===== src/rtl/spfp_pkg.sv =====
// Shared single-precision (binary32) definitions.
//
// Holds the format constants and the handshake FSM state type used by the
// sequential SPFP arithmetic blocks (multiplier today; divider and adder
// variants later).
package spfp_pkg;

    localparam int          SPFP_BIAS    = 127;
    localparam logic [7:0]  SPFP_EXP_MAX = 8'hFF;
    localparam int          SPFP_MANT_W  = 23;

    // Significand with the hidden bit, and the full double-width product.
    localparam int          SPFP_SIG_W   = SPFP_MANT_W + 1;
    localparam int          SPFP_PROD_W  = 2 * SPFP_SIG_W;

    typedef enum logic [1:0] {
        IDLE = 2'd0,
        MULT = 2'd1,
        NORM = 2'd2,
        DONE = 2'd3
    } spfp_state_e;

endpackage : spfp_pkg


===== src/rtl/spfp_mant_seq_mul.sv =====
// Radix-2 shift-and-add significand multiplier, one multiplier bit per clock.
//
// Ports:
//   clk      rising-edge clock
//   rst      asynchronous, active-high reset
//   start    load mant_a/mant_b, clear the accumulator, restart the counter
//   mant_a   24-bit multiplicand significand (hidden bit included)
//   mant_b   24-bit multiplier significand (hidden bit included)
//   done     high from the edge that performs the last partial-product add
//            until the next start
//   product  48-bit accumulated product (final once done is high)
module spfp_mant_seq_mul
    import spfp_pkg::*;
(
    input  logic                   clk,
    input  logic                   rst,
    input  logic                   start,
    input  logic [SPFP_SIG_W-1:0]  mant_a,
    input  logic [SPFP_SIG_W-1:0]  mant_b,
    output logic                   done,
    output logic [SPFP_PROD_W-1:0] product
);

    localparam logic [4:0] LAST_BIT = 5'(SPFP_SIG_W - 1);

    logic [SPFP_SIG_W-1:0]  ma_q;
    logic [SPFP_SIG_W-1:0]  mb_q;
    logic [SPFP_PROD_W-1:0] acc_q;
    logic [4:0]             cnt_q;
    logic                   busy_q;
    logic                   done_q;

    // NOTE: sequential state uses non-blocking assignments so every register
    // samples the values from before the edge, independent of statement order.
    always_ff @(posedge clk or posedge rst) begin
        if (rst) begin
            ma_q   <= '0;
            mb_q   <= '0;
            acc_q  <= '0;
            cnt_q  <= '0;
            busy_q <= 1'b0;
            done_q <= 1'b0;
        end else if (start) begin
            ma_q   <= mant_a;
            mb_q   <= mant_b;
            acc_q  <= '0;
            cnt_q  <= '0;
            busy_q <= 1'b1;
            done_q <= 1'b0;
        end else if (busy_q) begin
            // Partial product for multiplier bit cnt is mant_a weighted by 2^cnt.
            if (mb_q[cnt_q]) begin
                acc_q <= acc_q + ({{SPFP_SIG_W{1'b0}}, ma_q} << cnt_q);
            end
            if (cnt_q == LAST_BIT) begin
                busy_q <= 1'b0;
                done_q <= 1'b1;
            end else begin
                cnt_q <= cnt_q + 5'd1;
            end
        end
    end

    assign done    = done_q;
    assign product = acc_q;

endmodule : spfp_mant_seq_mul


===== src/rtl/spfp_seq_multiplier.sv =====
// Multi-cycle IEEE-754 binary32 multiplier with valid/ready handshakes.
//
// The significand product is built by spfp_mant_seq_mul (one bit per clock);
// this level owns the handshake FSM, exponent path, normalization (truncating)
// and special-case resolution. Denormal inputs are flushed to zero.
//
// Ports:
//   clk        rising-edge clock
//   rst        asynchronous, active-high reset
//   in_valid   operands a/b valid
//   in_ready   operands can be accepted (IDLE only)
//   a, b       binary32 operands, sampled on the accepting edge
//   out_valid  res and flags valid, held until out_ready
//   out_ready  consumer accepts the result
//   res        binary32 product
//   exception  an operand had exponent 8'hFF
//   overflow   biased result exponent >= 255
//   underflow  biased result exponent <= 0 with non-zero operands
module spfp_seq_multiplier
    import spfp_pkg::*;
(
    input  logic        clk,
    input  logic        rst,
    input  logic        in_valid,
    output logic        in_ready,
    input  logic [31:0] a,
    input  logic [31:0] b,
    output logic        out_valid,
    input  logic        out_ready,
    output logic [31:0] res,
    output logic        exception,
    output logic        overflow,
    output logic        underflow
);

    localparam logic signed [9:0] BIAS_S    = 10'(SPFP_BIAS);
    localparam logic signed [9:0] EXP_LIMIT = 10'sd255;

    spfp_state_e state_q, state_nxt;

    logic        accept;
    logic [31:0] a_q, b_q;
    logic        mul_done;
    logic [SPFP_PROD_W-1:0] product;

    assign accept = in_valid && in_ready;

    // ------------------------------------------------------------------
    // Significand engine: loaded directly from the inputs on the accepting
    // edge, so its 24 add steps land on the following 24 edges.
    // ------------------------------------------------------------------
    spfp_mant_seq_mul u_mant_mul (
        .clk     (clk),
        .rst     (rst),
        .start   (accept),
        .mant_a  ({1'b1, a[SPFP_MANT_W-1:0]}),
        .mant_b  ({1'b1, b[SPFP_MANT_W-1:0]}),
        .done    (mul_done),
        .product (product)
    );

    // ------------------------------------------------------------------
    // FSM: state register
    // ------------------------------------------------------------------
    always_ff @(posedge clk or posedge rst) begin
        if (rst) begin
            state_q <= IDLE;
        end else begin
            state_q <= state_nxt;
        end
    end

    // ------------------------------------------------------------------
    // FSM: next-state logic
    // ------------------------------------------------------------------
    // NOTE: every combinational output gets a default before the case so no
    // path leaves it unassigned, which would otherwise infer a latch.
    always_comb begin
        state_nxt = state_q;
        unique case (state_q)
            IDLE: if (accept)    state_nxt = MULT;
            MULT: if (mul_done)  state_nxt = NORM;
            NORM:                state_nxt = DONE;
            DONE: if (out_ready) state_nxt = IDLE;
            default:             state_nxt = IDLE;
        endcase
    end

    // ------------------------------------------------------------------
    // FSM: outputs
    // ------------------------------------------------------------------
    always_comb begin
        in_ready  = (state_q == IDLE);
        out_valid = (state_q == DONE);
    end

    // Sign and exponent fields are needed again in NORM; keep the operands.
    always_ff @(posedge clk or posedge rst) begin
        if (rst) begin
            a_q <= '0;
            b_q <= '0;
        end else if (accept) begin
            a_q <= a;
            b_q <= b;
        end
    end

    // ------------------------------------------------------------------
    // Normalization and special cases (evaluated while in NORM)
    // ------------------------------------------------------------------
    logic                   sign;
    logic [7:0]             ea, eb;
    logic signed [9:0]      exp_sum, exp_adj;
    logic [SPFP_MANT_W-1:0] mant_n;
    logic [31:0]            norm_res;
    logic                   norm_exc, norm_ovf, norm_unf;

    always_comb begin
        sign = a_q[31] ^ b_q[31];
        ea   = a_q[30:23];
        eb   = b_q[30:23];

        // 10-bit signed keeps both the overflow (up to 384) and the
        // underflow (down to -127) range representable.
        exp_sum = $signed({2'b00, ea}) + $signed({2'b00, eb}) - BIAS_S;

        // Product of two [1,2) significands lies in [1,4): a set top bit
        // means one extra binade.
        if (product[SPFP_PROD_W-1]) begin
            mant_n  = product[SPFP_PROD_W-2 -: SPFP_MANT_W];
            exp_adj = exp_sum + 10'sd1;
        end else begin
            mant_n  = product[SPFP_PROD_W-3 -: SPFP_MANT_W];
            exp_adj = exp_sum;
        end

        norm_exc = 1'b0;
        norm_ovf = 1'b0;
        norm_unf = 1'b0;
        if (ea == SPFP_EXP_MAX || eb == SPFP_EXP_MAX) begin
            norm_res = {sign, SPFP_EXP_MAX, {SPFP_MANT_W{1'b0}}};
            norm_exc = 1'b1;
        end else if (ea == 8'h00 || eb == 8'h00) begin
            norm_res = {sign, 31'h0};
        end else if (exp_adj >= EXP_LIMIT) begin
            norm_res = {sign, SPFP_EXP_MAX, {SPFP_MANT_W{1'b0}}};
            norm_ovf = 1'b1;
        end else if (exp_adj <= 10'sd0) begin
            norm_res = {sign, 31'h0};
            norm_unf = 1'b1;
        end else begin
            norm_res = {sign, exp_adj[7:0], mant_n};
        end
    end

    // Result registers: written once in NORM, frozen through DONE.
    always_ff @(posedge clk or posedge rst) begin
        if (rst) begin
            res       <= '0;
            exception <= 1'b0;
            overflow  <= 1'b0;
            underflow <= 1'b0;
        end else if (state_q == NORM) begin
            res       <= norm_res;
            exception <= norm_exc;
            overflow  <= norm_ovf;
            underflow <= norm_unf;
        end
    end

endmodule : spfp_seq_multiplier


===== config.mk =====
export PLATFORM = sky130hd
export DESIGN_NAME = spfp_seq_multiplier
export DESIGN_NICKNAME = d
export VERILOG_FILES = /design/src/rtl/spfp_pkg.sv /design/src/rtl/spfp_mant_seq_mul.sv /design/src/rtl/spfp_seq_multiplier.sv
export SDC_FILE = /design/constraint.sdc
export NUM_CORES = 1
export LEC_CHECK = 0
export ABC_AREA = 1
export ABC_CLOCK_PERIOD_IN_PS = 10650
export CORE_MARGIN = 3
export CORE_UTILIZATION = 50
export DETAILED_ROUTE_END_ITERATION = 16
export PLACE_DENSITY = 0.71
export SETUP_SLACK_MARGIN = 0.5
export SLEW_MARGIN = 0
export SYNTH_ARGS = -nofsm -noshare
export SYNTH_HDL_FRONTEND = slang
export SYNTH_SLANG_ARGS = --single-unit

===== constraint.sdc =====
create_clock -name clk -period 10.65 [get_ports clk]
set_clock_uncertainty 0.05 [all_clocks]
set_input_delay 2.6625 -clock clk [delete_from_list [all_inputs] [get_ports clk]]
set_output_delay 2.6625 -clock clk [all_outputs]
set_load 0.02 [all_outputs]

==> flow_metrics.tcl, run 1 <==
set metrics [dict create \
    status "completed" \
    place.port_buffers 104 \
    dr.pass1.iters 5 \
    grt_pass1_wl_um 57500 \
    r2r_end "u_mant_mul.product[28]" \
    rrSetupSlack_ns 6.11 \
    wl_um 35000 \
    r2r_cells 17 \
    die_x_um 162 \
    antenna_found_initial 0 \
    die_height_um 162 \
    syn-cell-area_sq_mm 0.0122 \
    slew_headroom_pct 34.5 \
    nets 2078 \
    tns_ns 0 \
    ys_ff_latch 157 \
    synth-edff-count 0 \
    seq_area_sq_mm 0.00393 \
    ios 105 \
    hp-class "flop to flop" \
    grt_start_max_net_pins 82 \
    grt-ovfl-total 0 \
    ant_nets 0 \
    ctsResizeCount 0 \
    cts_buffer_depth 2 \
    syn2layout_area_growth_pct 15.2 \
    synth.largest_area_cell "dfrtp_1" \
    drc 0 \
    async_flop_share_pct 100 \
    multi_input_area_sq_mm 0.00732 \
    crit_type "input pin to flop" \
    crit_path_end "u_mant_mul.product[26]" \
    setup-violations-final 0 \
    placed_area_sq_mm 0.0134 \
    clkLatencyLatePin_ns 0.44 \
    cts.sinks 157 \
    drive_above_1_share_pct 5.53 \
    gp_congestion 0.965 \
    seq_area_frac_synth_pct 32.2 \
    cts_tree "done" \
    yosysWarnings 0 \
    die_area_sq_mm 0.0263 \
    synth_nets 2011 \
    worstPathArrival_ns 5.23 \
    yosys-top-cells-area "dfrtp_1 32%, nand2_1 22%, ha_1 7.0%" \
    startpoint_type "input pin" \
    yosysUniqueCellTypes 47 \
    clk_pin_slew_ns 0.07 \
    cp-startpoint "in_valid" \
    via_per_inst 5.35 \
    cts_htree_levels 4 \
    coreArea_sq_mm 0.0238 \
    placedCellCount 2240 \
    start_util_pct 51.4 \
    fin_area_sq_mm 0.0141 \
    dp_hpwl_um 26500 \
    cts_buffers 17 \
    hold_viol 0 \
    synth_ff_type "dfrtp_1" \
    powerDensity_mw_per_mm2 373 \
    slew_viol_final 0 \
    num_vias 12163 \
    min_period_ns 4.94 \
    clock.fmax_mhz 203 \
    rows 56 \
    fin_util_pct 59.2 \
    cts_root_buf "clkbuf_16" \
    grt_pass1_vias 11503 \
    cts_setup_buffers 0 \
    top_layer "met4" \
    syn_inst 1873 \
    cp-end-kind "flop" \
    cp.required_ns 10.95 \
    avgSynthCellArea_sq_um 6.52 \
    wl_met2_um 15900 \
    drt_iter0_drc 1013 \
    final_cells 2272 \
    track_usage_pct 27.0 \
    postCtsHoldBufs 0 \
    rsz0062_at_grt "false" \
    synth_top_cell_area_share_pct 32.2 \
    place_ws_ns 5.33 \
    period_share_pct 46.3 \
    worstReg2RegStart "u_mant_mul.cnt_q[1]" \
    max_slew.worst_pin.slew_ns 0.982 \
    nFillCells 2304 \
    diodes 0 \
    met3_length_um 2080 \
    irDropWorstVdd_mv 0.207 \
    m1WireLength_um 15700 \
    wl_per_cell_um 15.4 \
    p_leak_nw 7.10 \
    cp_max_fo 81 \
    setup_ws_ns 5.71 \
    maxCapViolCount 0 \
    yosysMostFrequentCell "nand2_1" \
    synthTopCellsByCount "720 x nand2_1, 167 x inv_1, 157 x dfrtp_1" \
]
-- stage by stage --
stage,total power [W],hold WS [ns]
after floorplan,0.00374,0.394
after global placement,0.00450,0.409
after detailed placement,0.00456,0.410
after CTS,0.00522,0.431
after global routing,0.00578,0.451
final,0.00525,0.428
-- registers in the layout, summed over array words and instances (netlist names), 2 cells and up --
| signal | flops |
|---|---|
| u_mant_mul.product | 48 |
| a_q | 32 |
| u_mant_mul.cnt_q | 5 |
| res | 32 |
| state_q | 2 |
| b_q | 32 |
-- final cells by class --
type | count | area share (%)
Clock inverter | 15 | 1.41
Timing Repair Buffer | 116 | 8.04
Tap cell | 319 | 2.84
Sequential cell | 157 | 27.9
Inverter | 175 | 4.70
Multi-Input combinational cell | 1473 | 52.1
Clock buffer | 17 | 3.02
-- worst max-delay path, stage by stage --
cell             delay [ns]
clkdlybuf4s50_1        0.44
nand2_2                0.07
buf_4                  0.48
inv_2                  0.04
buf_4                  0.38
a21oi_4                0.20
buf_4                  0.49
inv_1                  0.20
o21ai_0                0.22
-- routing by layer --
metal / vias up / track usage (%)
met5: - / 0
met2: 366 / 43.6
met3: 73 / 4.90
met1: 5530 / 36.3
met4: 0 / 9.73
li1: 6194 / -
-- kinds of logic after synthesis --
family / share of synthesized area [%]
buf+inv: 7.97
fa+ha+maj: 7.29
mux: 0.738
compound gates: 13.0
xor+xnor: 1.36
flops: 32.2
simple gates: 37.4
-- power by group --
part / internal, W / total, W / switching (W)
clock: 0.000340 / 0.000641 / 0.000301
sequential: 0.000846 / 0.00103 / 0.000183
combinational: 0.00119 / 0.00358 / 0.00239
total: 0.00238 / 0.00525 / 0.00287
-- cell usage in the layout (no fill, tap or decap), types with 8 or more instances in the layout --
cell type and count:
mux2i_1 9, nand3b_1 8, nand4_1 12, o22ai_1 16
a21oi_1 66, or2_2 15, inv_2 8, xor2_1 10
dfrtp_1 157, a31oi_1 13, ha_1 68, nand3_1 117
nand2_1 719, nor4_1 8, xnor2_1 9, clkbuf_16 17
nand3_2 23, nor3_1 15, inv_1 166, o21ai_0 147
nor2_1 155, clkdlybuf4s50_1 104, buf_4 12, o21bai_1 11
-- worst min-delay path by stage --
stage	cells after the start	endpoint	from	slack [ns]
2_1_floorplan	2	b_q[10]	b_q[10]	0.39
3_3_place_gp	2	b_q[2]	b_q[2]	0.41
3_5_place_dp	2	b_q[9]	b_q[9]	0.41
4_1_cts	2	b_q[9]	b_q[9]	0.43
5_1_grt	2	res[0]	res[0]	0.45
6_report	2	b_q[5]	b_q[5]	0.43
(Power assumes the default switching activity.)
==> run 2: changes to the inputs <==
--- a/config.mk
+++ b/config.mk
@@ -6,11 +6,11 @@
 export NUM_CORES = 1
 export LEC_CHECK = 0
 export ABC_AREA = 1
-export ABC_CLOCK_PERIOD_IN_PS = 10650
+export ABC_CLOCK_PERIOD_IN_PS = 4000
 export CORE_MARGIN = 3
 export CORE_UTILIZATION = 50
 export DETAILED_ROUTE_END_ITERATION = 16
-export PLACE_DENSITY = 0.71
+export PLACE_DENSITY = 0.73
 export SETUP_SLACK_MARGIN = 0.5
 export SLEW_MARGIN = 0
 export SYNTH_ARGS = -nofsm -noshare
==> constraint.sdc (replaced) <==
create_clock -name clk -period 4 [get_ports clk]
set_clock_uncertainty 0.05 [all_clocks]
set_input_delay 1 -clock clk [delete_from_list [all_inputs] [get_ports clk]]
set_output_delay 1 -clock clk [all_outputs]
set_load 0.02 [all_outputs]
==> run 2 against run 1 <==
Compared with the run above:
- first-iteration DRC count rose by 31%
- flip-flop and latch count unchanged
- critical path depth rose by 8
- worst hold slack better by 0.00087 ns
- via count up 10%
- die area is the same
- global-route usage rose by 2.2 points
- non-clock buffer count rose by 90
==> flow_metrics.tcl, run 2 (synthesis gave the netlist of run 1 again) <==
set metrics [dict create \
    postCtsHoldBufs 0 \
    cts_htree_levels 4 \
    clk_pin_slew_ns 0.07 \
    maxCapViolCount 0 \
    startpoint_type "flop" \
    drive_above_1_share_pct 25.2 \
    hold_viol 0 \
    cp_max_fo 8 \
    rrSetupSlack_ns 0.39 \
    largest_register_ffs 48 \
    crit_path_max_incr_delay_ns 0.49 \
    grt-ovfl-total 0 \
    die_x_um 162 \
    slew_viol_final 0 \
    worstReg2RegStart "u_mant_mul.cnt_q[0]" \
    period_share_pct 90.2 \
    via_per_inst 5.67 \
    ios 105 \
    r2r_end "u_mant_mul.product[30]" \
    wl_um 41300 \
    cts_tree "done" \
    clock.fmax_mhz 277 \
    grt_start_max_net_pins 79 \
    cts.sinks 157 \
    dr.pass1.iters 8 \
    max_slew.worst_pin.slew_ns 0.615 \
    diodes 0 \
    cp-startpoint "u_mant_mul.cnt_q[0]" \
    dp_hpwl_um 28400 \
    crit_chain "buf_12 > o21ai_0 > buf_4 > o21ai_0 > or2_2 > nand2_1 > o21ai_2 > o21ai_2 > ha_4 > a21oi_1 > o21ai_1 > o21bai_1 > a21oi_1 > nand2_2 > or2_2 > nand3_1 > nand2_1" \
    cp.depth 17 \
    gp_congestion 1.02 \
    place.port_buffers 104 \
    nets 2172 \
    final_cell_mix "673 x nand2_1, 156 x dfrtp_1, 146 x inv_1, 104 x clkdlybuf4s50_1, 103 x nand3_1" \
    tns_ns 0 \
    ant_nets 0 \
    antenna_found_initial 0 \
    min_period_ns 3.61 \
    rsz0062_at_grt "true" \
    track_usage_pct 29.2 \
    clkLatencyLatePin_ns 0.44 \
    grt_pass1_wl_um 62100 \
    num_vias 13411 \
    die_area_sq_mm 0.0263 \
    die_height_um 162 \
    r2r_cells 17 \
    cp_top_family "compound AO/OA/AOI/OAI gates" \
    cts_root_buf "clkbuf_16" \
    hp-class "flop to flop" \
    setup-violations-final 0 \
    drt_iter0_drc 1328 \
    layout_commonest_cell "nand2_1" \
    cts_buffer_depth 2 \
    syn2layout_area_growth_pct 35.7 \
    cp.required_ns 4.28 \
    grt_pass1_vias 12236 \
    worstPathArrival_ns 3.89 \
    coreArea_sq_mm 0.0238 \
    crit_path_end "u_mant_mul.product[30]" \
    critPathSlowestCell "dfrtp_2" \
    drc 0 \
    crit_type "flop to flop" \
    status "completed" \
    wl_per_cell_um 17.5 \
    slew_headroom_pct 59.0 \
    rows 56 \
    cts_buffers 17 \
    critPathBufInv 2 \
    start_util_pct 51.4 \
    cp-end-kind "flop" \
]
-- run 2: changes by cell type in the layout (fill, tap and decap cells not counted), sizes merged --
cell / delta
and2: +1
clkinvlp: +6
inv: -2
clkinv: -3
buf: +90
bufinv: +1
clkbuf: +1
-- run 2: final cells by class --
cell class / count / area [sq um]
timing repair inverter: 3 / 22.5
multi-input combinational: 1474 / 9010
fill: 1944 / 7180
clock inverter: 14 / 178
tap: 319 / 399
sequential: 157 / 3930
clock buffer: 18 / 429
inverter: 175 / 681
timing repair buffer: 206 / 1920
-- run 2: repair_timing --
action | 4_1_cts | 5_1_grt
endpoints found under the setup margin | 31 | 58
cloned | 4 | 2
pin swaps | 22 | 104
gates resized for setup | 122 | 379
buffers inserted | 26 | 32
-- run 2: routing by layer --
metal  vias up  global-route usage (%)  wire length [um]
li1       6411                       -                 -
met1      6169                    38.7             17000
met2       657                    49.7             19500
met3       174                    3.24              2820
met4         0                    10.0              1930
met5         -                       0                 0
-- run 2: through the flow --
stage                     worst slack [ns]  util [%]  hold WS (ns)  instance area [sq um]  instances
after global placement               0.162      57.7         0.408                  13700       2270
after floorplan                      0.558         -         0.394                  12200       1873
after detailed placement             0.110      57.7         0.414                  13700       2270
after CTS                            0.471      62.5         0.432                  14900       2332
final                                0.392      69.8         0.429                  16600       2366
after global routing                 0.293      69.8         0.440                  16600       2366
-- run 2: how the worst min path moves through the flow --
stage | startpoint | endpoint | slack, ns | cells after the start
after floorplan | b_q[10] | b_q[10] | 0.39 | 2
after detailed placement | res[16] | res[16] | 0.41 | 2
final | res[16] | res[16] | 0.43 | 2
after global routing | res[22] | res[22] | 0.44 | 2
after CTS | res[16] | res[16] | 0.43 | 2
after global placement | b_q[20] | b_q[20] | 0.41 | 2
-- run 2: tightest hold or removal path: stages (launching register included) --
cell and delay (ns):
dfrtp_1 0.34, nand2_1 0.06, nand2_1 0.05
Power of run 2 is left out: the tool's default activity adds up to more than one toggle a clock period on the data nets, which glitch-free logic cannot reach.
==> patch, RTL diff (flow settings as in run 2) <==
Encoding of `spfp_state_e`: now Gray code (2 bits for 4 states).
--- a/src/rtl/spfp_pkg.sv
+++ b/src/rtl/spfp_pkg.sv
@@ -14,10 +14,10 @@
     localparam int          SPFP_PROD_W  = 2 * SPFP_SIG_W;
 
     typedef enum logic [1:0] {
-        IDLE = 2'd0,
-        MULT = 2'd1,
-        NORM = 2'd2,
-        DONE = 2'd3
+        IDLE = 2'b00,
+        MULT = 2'b01,
+        NORM = 2'b11,
+        DONE = 2'b10
     } spfp_state_e;
 
 endpackage : spfp_pkg
Check against the original RTL: no difference found for any inputs over 10 cycles, from zero or initial values and one cycle with rst high; not proved beyond that.
==> patch against run 2 <==
Core utilization fell by 5.2 points; synthesized cell count rose by 0.69%; sequential cell count did not move; setup slack improved by 120 ps; wire length fell by 7.9%; sequential share of layout area rose by 2.0 points; synthesized area fell by 0.20%; cell area fell by 7.7%; critical endpoint is now u_mant_mul.product[26].
Power is not shown: default switching activity piles up to over one toggle a cycle in this logic, so the estimate is an artifact.
==> patch: results (changes against run 2) <==
[metrics] Inserted Clock Buffers: 17 (unchanged)
[metrics] placer's final routability congestion estimate: 0.975 (-4.8%)
[metrics] net count of the mapped netlist: 2,020 (+0.45%)
[metrics] complex-gate fraction of the synthesized area: 15.2% (+2.1 points)
[metrics] proportion of synthesized flip-flops having asynchronous set or reset: 100% (unchanged)
[metrics] largest fanout on the critical path: 10 (+2)
[metrics] filler instances: 2,218 (+14%)
[metrics] largest cells by area after synthesis: sky130_fd_sc_hd__dfrtp_1, sky130_fd_sc_hd__nand2_1, sky130_fd_sc_hd__o21ai_0
[metrics] sequential share of the synthesized area: 32.2% (+0.066 points)
[metrics] via count of the first global-routing pass: 12,000 (-2.3%)
[metrics] result of the run: completed
[metrics] length of routed met3 wiring: 2110 um (-25%)
[metrics] Net count, final: 2,146 (-1.2%)
[metrics] portion of netlist area occupied by mux cells: 0.739% (+0.0015 points)
[metrics] vias per inst: 5.51 (-2.8%)
[metrics] most used standard cells in the synthesized netlist: sky130_fd_sc_hd__nand2_1, sky130_fd_sc_hd__nor2_1, sky130_fd_sc_hd__inv_1
[metrics] Initial DRT Pass Iterations: 5 (-3)
[metrics] data arrival time of the worst path: 3800 ps (-90 ps)
[metrics] initial DRC count: 1,199 (-9.7%)
[metrics] first-pass GRT wire length: 60,000 um (-3.3%)
[metrics] arithmetic-cell share of the synthesized area counting full adders, half adders and majority gates: 6.90% (-0.40 points)
[metrics] unique cell type count in the Yosys netlist: 49 (+4.3%)
[metrics] worst r2r path cells: 24 (+7)
[metrics] pin count of the biggest net entering global routing: 74 (-6.3%)
[metrics] sum of net half-perimeters after detailed placement: 28,100 um (-1.1%)
[metrics] Overall Global Routing Usage: 28.1% (-1.1 points)
[metrics] Worst Max-Slew Pin Slew: 651 ps (+35.7 ps)
[metrics] met2 routed wirelength: 18,400 um (-5.6%)
[metrics] wire per inst: 16.2 um (-7.1%)
==> patch: timing repair <==
item | in CTS | in global routing
setup buffers | 17 | 21
pin swaps | 16 | 42
cloned | 0 | 2
setup endpoints to repair | 26 | 68
resized for setup | 43 | 211
==> patch: per-stage QoR <==
stage	util (%)	setup WS (ps)	hold slack, ps	area, um2	std cells
3_3_place_gp	57.5	117	410	13600	2272
2_1_floorplan	-	803	394	12200	1886
5_1_grt	64.6	293	449	15300	2344
4_1_cts	60.8	461	432	14400	2321
6_report	64.6	511	429	15300	2344
3_5_place_dp	57.5	142	415	13600	2272
==> patch: kinds of logic (layout without fill, tap and decap cells) <==
kind of cell,Yosys count,count (layout)
buffers and inverters,265,404
DFF,157,157
muxes,9,9
AOI/OAI and AO/OA,327,327
adders and majority gates,66,66
and+or+nand+nor,1045,1045
xor gates and xnor gates,17,17
==> patch: worst paths after layout <==
kind / end / slack, ps
max in group asynchronous: res[1] / 2150
max reg2reg: u_mant_mul.product[26] / 510
min reg2reg: b_q[18] / 430
min: b_q[18] / 430
max: u_mant_mul.product[26] / 510
min in group asynchronous: b_q[26] / 920
==> patch: layout make-up <==
| type | count | share of cell area (%) |
|---|---|---|
| repair buffers | 181 | 11.1 |
| well taps | 319 | 2.61 |
| clock inverters | 13 | 0.843 |
| inverters | 191 | 4.80 |
| flip-flops and latches | 157 | 25.7 |
| clock buffers | 19 | 2.90 |
| multi-input cells | 1464 | 52.1 |
==> patch: per-layer routing <==
layer / track usage (%) / up-vias
li1: - / 6375
met1: 37.8 / 6027
met2: 47.8 / 465
met3: 3.80 / 51
met4: 7.37 / 0
met5: 0 / -
